===== config.mk =====
export PLATFORM = sky130hd
export DESIGN_NAME = adc_capture_writer
export DESIGN_NICKNAME = d
export VERILOG_FILES = /design/src/rtl/adc_capture_writer.sv
export SDC_FILE = /design/constraint.sdc
export NUM_CORES = 1
export LEC_CHECK = 0
export CAP_MARGIN = 20
export CORE_MARGIN = 2
export CORE_UTILIZATION = 45
export CTS_BUF_LIST = sky130_fd_sc_hd__clkbuf_8
export DETAILED_ROUTE_END_ITERATION = 8
export DONT_BUFFER_PORTS = 1
export GPL_TIMING_DRIVEN = 0
export PLACE_DENSITY = 0.61
export SLEW_MARGIN = 10
export SYNTH_ARGS = -nofsm -noshare
export SYNTH_HDL_FRONTEND = slang
export SYNTH_SLANG_ARGS = --single-unit

===== constraint.sdc =====
create_clock -name clk -period 2.5 [get_ports clk]
set_input_delay 0.375 -clock clk [delete_from_list [all_inputs] [get_ports clk]]
set_output_delay 0.375 -clock clk [all_outputs]
set_load 0.05 [all_outputs]

===== src/rtl/adc_capture_writer.sv =====
`timescale 1ns/1ps
`default_nettype none
// ============================================================================
// Module   : adc_capture_writer
// Brief    : Pre/post-trigger ADC capture into a circular sample buffer.
//            Keeps PRETRIG samples ahead of a level-crossing (or forced)
//            trigger, then fills the remainder of the buffer and flags
//            data_ready with the address of the oldest captured sample.
// Revision : 1.0 - initial release
// ============================================================================
module adc_capture_writer #(
  parameter int ADDR_W  = 9,
  parameter int DATA_W  = 8,
  parameter int PRETRIG = 64
) (
  input  logic              clk,
  input  logic              reset,
  input  logic [DATA_W-1:0] adc_data,
  input  logic              adc_valid,
  input  logic              arm,
  input  logic [DATA_W-1:0] trig_level,
  input  logic              trig_edge,
  input  logic              force_trig,
  output logic              wr_en,
  output logic [ADDR_W-1:0] wr_addr,
  output logic [DATA_W-1:0] wr_data,
  output logic              data_ready,
  output logic [ADDR_W-1:0] start_addr,
  output logic              busy
);

  localparam int DEPTH  = 1 << ADDR_W;
  // Writes still owed after the trigger sample itself.
  localparam int POST_N = DEPTH - PRETRIG - 1;
  localparam logic [ADDR_W-1:0] PRE_LAST  = ADDR_W'(PRETRIG - 1);
  localparam logic [ADDR_W-1:0] POST_LAST = ADDR_W'(POST_N - 1);
  localparam logic [ADDR_W-1:0] PRE_OFS   = ADDR_W'(PRETRIG);

  typedef enum logic [2:0] {
    S_IDLE  = 3'd0,
    S_PRE   = 3'd1,
    S_ARMED = 3'd2,
    S_POST  = 3'd3,
    S_DONE  = 3'd4
  } state_t;

  state_t              r_state;
  state_t              w_next;
  logic [ADDR_W-1:0]   r_ptr;
  logic [ADDR_W-1:0]   r_cnt;
  logic [DATA_W-1:0]   r_prev;
  logic                r_have_prev;
  logic                r_force;
  logic                r_last;
  logic                w_accept_arm;
  logic                w_write;
  logic                w_trig;
  logic                w_edge;
  logic                w_last_write;

  // State register.
  always_ff @(posedge clk or posedge reset) begin
    if (reset) r_state <= S_IDLE;
    else       r_state <= w_next;
  end

  // Next-state decode, trigger detection and write qualification.
  always_comb begin
    w_next       = r_state;
    w_accept_arm = 1'b0;
    w_trig       = 1'b0;
    busy         = (r_state == S_PRE) || (r_state == S_ARMED) || (r_state == S_POST);
    w_write      = busy && adc_valid;
    // Edge needs a predecessor sample from this capture.
    if (trig_edge)
      w_edge = r_have_prev && (r_prev > trig_level) && (adc_data <= trig_level);
    else
      w_edge = r_have_prev && (r_prev < trig_level) && (adc_data >= trig_level);
    case (r_state)
      S_IDLE, S_DONE: begin
        if (arm) begin
          w_accept_arm = 1'b1;
          w_next       = (PRETRIG == 0) ? S_ARMED : S_PRE;
        end
      end
      S_PRE: begin
        if (adc_valid && (r_cnt == PRE_LAST)) w_next = S_ARMED;
      end
      S_ARMED: begin
        if (adc_valid && (r_force || w_edge)) begin
          w_trig = 1'b1;
          w_next = (POST_N == 0) ? S_DONE : S_POST;
        end
      end
      S_POST: begin
        if (adc_valid && (r_cnt == POST_LAST)) w_next = S_DONE;
      end
      default: w_next = S_IDLE;
    endcase
    w_last_write = w_write && (w_next == S_DONE);
  end

  // Write datapath, pointer, counters, force latch and capture status.
  always_ff @(posedge clk or posedge reset) begin
    if (reset) begin
      wr_en       <= 1'b0;
      wr_addr     <= '0;
      wr_data     <= '0;
      data_ready  <= 1'b0;
      start_addr  <= '0;
      r_ptr       <= '0;
      r_cnt       <= '0;
      r_prev      <= '0;
      r_have_prev <= 1'b0;
      r_force     <= 1'b0;
      r_last      <= 1'b0;
    end else begin
      wr_en  <= w_write;
      r_last <= w_last_write;
      if (w_write) begin
        wr_addr     <= r_ptr;
        wr_data     <= adc_data;
        r_ptr       <= r_ptr + 1'b1;
        r_prev      <= adc_data;
        r_have_prev <= 1'b1;
      end
      if (w_accept_arm) begin
        r_ptr       <= '0;
        r_cnt       <= '0;
        r_have_prev <= 1'b0;
        r_force     <= 1'b0;
        data_ready  <= 1'b0;
      end else if (r_last) begin
        data_ready  <= 1'b1;
      end
      if (w_write && (r_state == S_PRE))
        r_cnt <= (r_cnt == PRE_LAST) ? '0 : r_cnt + 1'b1;
      if (w_write && (r_state == S_POST))
        r_cnt <= r_cnt + 1'b1;
      if (w_trig) begin
        r_cnt      <= '0;
        r_force    <= 1'b0;
        start_addr <= r_ptr - PRE_OFS;
      end else if ((r_state == S_ARMED) && force_trig) begin
        r_force    <= 1'b1;
      end
    end
  end

endmodule
`default_nettype wire


==> flow_summary.ini <==
[synthesis]
synthFlopType = dfrtp_1
synthArstFlopShare_pct = 100
postSynthNetCount = 318
syn_area_sq_mm = 0.00272
muxShareOfSynthArea_pct = 4.06
synth_most_common_cell = nand2_1
synth_top_area_share_pct = 47.9
synth-xor-area-share_pct = 5.16
yosys-top-cells-count = 63 x nand2_1, 52 x dfrtp_1, 21 x ha_1, 18 x inv_1, 16 x nor2_1
syn_inst = 275
synth-compound-area-share_pct = 9.95
synth_edf_count = 0
synth_area_leaders = dfrtp_1 48%, ha_1 9.7%, nand2_1 8.7%
ys_types = 38
ys_seq_area_share_pct = 47.9
synth-adder-area-share_pct = 9.68
synth_top_family_by_area = simple AND/OR/NAND/NOR gates
synthSimpleGateAreaFrac_pct = 19.4
synth-seq-cells = 52
synth_warnings = 0
post-synth-top-area-cell = dfrtp_1
synth_area_per_cell_sq_um = 9.87

[routing]
routedWlPerCell_microns = 14.8
routed_wl_microns = 5350
num_vias = 1888
first_iter_violations = 80
avgViaCountPerCell = 5.23
firstDrtPassIters = 4
drc = 0
drtAntennaViolNets = 0

[floorplanning]
initial_core_util_pct = 46.1
core_area_sq_mm = 0.00589
pin_count = 51
die_area_sq_mm = 0.00667
rows = 28
die_x_microns = 81.7
die_h_microns = 81.7

[cells_and_area]
area_growth_pct = 10.5
antennaDiodeCount = 0
drive_above_1_share_pct = 14.3
finalNetCount = 328

[clock_network]
cts_tree = done
cts_buffers = 5
htreeDepth = 2
worstSkewPairLatency_ns = 0.32
root_buffer = clkbuf_8
path_clk_slew_ns = 0.11
cts.path.max_buffers = 2
clkSinkCount = 52

[setup_path]
worst_setup_path_end_kind = flip-flop
crit_path_start_kind = flip-flop
cp.required_ns = 2.70
crit_type = reg -> reg
critPathTopFamily = compound AO/OA/AOI/OAI gates
crit_fanout = 10
critical_path_depth = 9
critical-path-slowest-cell = dfrtp_2
critPathBufInv = 1
arrival_ns = 2.67
worstPathCellList = ha_4, nor2b_1, o211ai_1, a21oi_1, a211o_1, mux2i_1, o221a_4, buf_8, mux2_2
slowest_delay_ns = 0.57
rr_worst_depth = 9

[timing]
clock_skew_ns = 0.0124
maxSlewViolCount = 0
hold_ws_ns = 0.158
layout_min_cycle_time_ns = 2.47
rsz0062_at_grt = yes
finalHoldViolCount = 0
setup-violations-final = 0
min_period_over_period_pct = 98.9
max_freq_mhz = 404
maxSlewHeadroom_pct = 51.6
tightest_slew_ns = 0.725

[grt]
grt_pass1_wl_microns = 8800
antenna_found_initial = 0
grt_max_degree = 39
grt_use_total_pct = 17.3
grt_pass1_vias = 1818
overflow = 0

[job]
maxCapViolations = 0

[power_and_ir_drop]
pwr-share-clk_pct = 23.6
max-vdd-ir-drop_mv = 0.406
powerDensity_mw_per_mm2 = 730
sw_frac_of_total_pct = 38.9
p_seq_share_pct = 59.2
total_power_mw = 2.19
leakage_nw = 1.43
switchingPower_mw = 0.851
power_frac_comb_pct = 17.2
p_int_mw = 1.34

[status]
status = complete, no violations

[placement]
dp_hpwl_microns = 4000
numPortBuffers = 0
gp_congestion = 0.809

[min_path]
hold_depth = 2
min_path_type = in -> reg
-- worst register-to-register path, stage by stage, from the launching register on --
cell and delay, ns:
dfrtp_2 0.57, ha_4 0.26, nor2b_1 0.12, o211ai_1 0.15
a21oi_1 0.09, a211o_1 0.28, mux2i_1 0.19, o221a_4 0.22
buf_8 0.14, mux2_2 0.34
-- power by group through the flow --
stage	logic, mW	registers, mW	clock network, mW
after floorplan	0.300	1.27	0
after global placement	0.352	1.31	0
after detailed placement	0.368	1.31	0
after CTS	0.381	1.30	0.533
after global routing	0.438	1.32	0.570
final	0.377	1.29	0.517
-- placed cells by master, fill, tap and decap left out, drive strengths merged, types with 2 or more instances in the layout --
cell / netlist / layout
nand2b: 4 / 4
mux2: 8 / 8
a21oi: 12 / 12
clkinvlp: 0 / 2
nor2: 16 / 16
nand2: 63 / 63
and2: 2 / 2
or3: 3 / 3
buf: 4 / 6
and4: 2 / 2
nand4: 8 / 8
ha: 21 / 21
and3: 2 / 2
xor2: 9 / 9
o22ai: 6 / 6
o21ai: 7 / 7
nor2b: 3 / 3
nand3: 7 / 7
mux2i: 2 / 2
inv: 18 / 19
xnor2: 7 / 7
clkbuf: 3 / 8
nor3: 4 / 4
dfrtp: 52 / 52
o211ai: 3 / 3
-- worst paths after layout --
check / start / endpoint / slack [ns]
worst min register to register: r_last / data_ready / 0.49
max in group asynchronous: reset / r_prev[5] / 1.50
worst max-delay path: r_prev[1] / start_addr[3] / 0.03
worst min-delay path: adc_data[6] / r_prev[6] / 0.16
worst max register to register: r_prev[1] / start_addr[3] / 0.03
min in group asynchronous: reset / r_cnt[3] / 0.47
-- registers in the layout, indices dropped and copies added (netlist names) --
name,cells
r_last,1
r_ptr,9
r_prev,8
r_state,3
r_have_prev,1
start_addr,9
wr_addr,9
wr_en,1
r_force,1
data_ready,1
r_cnt,9
-- layout make-up --
class | count | area (sq um)
Tap cell | 75 | 93.8
Clock buffer | 5 | 68.8
Sequential cell | 52 | 1310
Inverter | 18 | 67.6
Multi-Input combinational cell | 198 | 1360
Buffer | 7 | 38.8
Fill cell | 584 | 2890
Timing Repair Buffer | 3 | 37.5
Clock inverter | 3 | 26.3
-- per-layer routing --
metal	routed length (microns)	vias up	GRT usage, %
li1	-	949	-
met1	2580	899	23.4
met2	2400	33	26.6
met3	315	7	5.27
met4	54	0	5.50
met5	0	-	0
-- cell families (layout without fill, tap and decap cells) --
group	count (synthesis)	count (layout)
buf+inv	25	36
xor+xnor	16	16
compound gates	35	35
mux	10	10
flops	52	52
simple gates	116	116
fa+ha+maj	21	21
-- per-stage QoR --
| stage | cells | TNS [ns] | util, % | cell area [sq um] | setup WS [ns] |
|---|---|---|---|---|---|
| 3_3_place_gp | 350 | -0.997 | 47.7 | 2810 | -0.105 |
| 6_report | 361 | 0 | 51.0 | 3000 | 0.0277 |
| 3_5_place_dp | 351 | -0.989 | 48.1 | 2830 | -0.123 |
| 4_1_cts | 360 | -0.00363 | 50.6 | 2980 | -0.00363 |
| 2_1_floorplan | 275 | 0 | - | 2720 | 0.0111 |
| 5_1_grt | 361 | -0.310 | 51.0 | 3000 | -0.0452 |
-- timing repair --
| action | CTS | global route |
|---|---|---|
| endpoints found under the hold margin | 14 | 0 |
| endpoints found under the setup margin | 14 | 10 |
| setup buffers | 0 | 1 |
| pin swaps | 2 | 1 |
| resized for setup | 11 | 3 |
| cloned | 0 | 0 |
| hold buffers | 1 | 0 |
(Power assumes the default switching activity.)
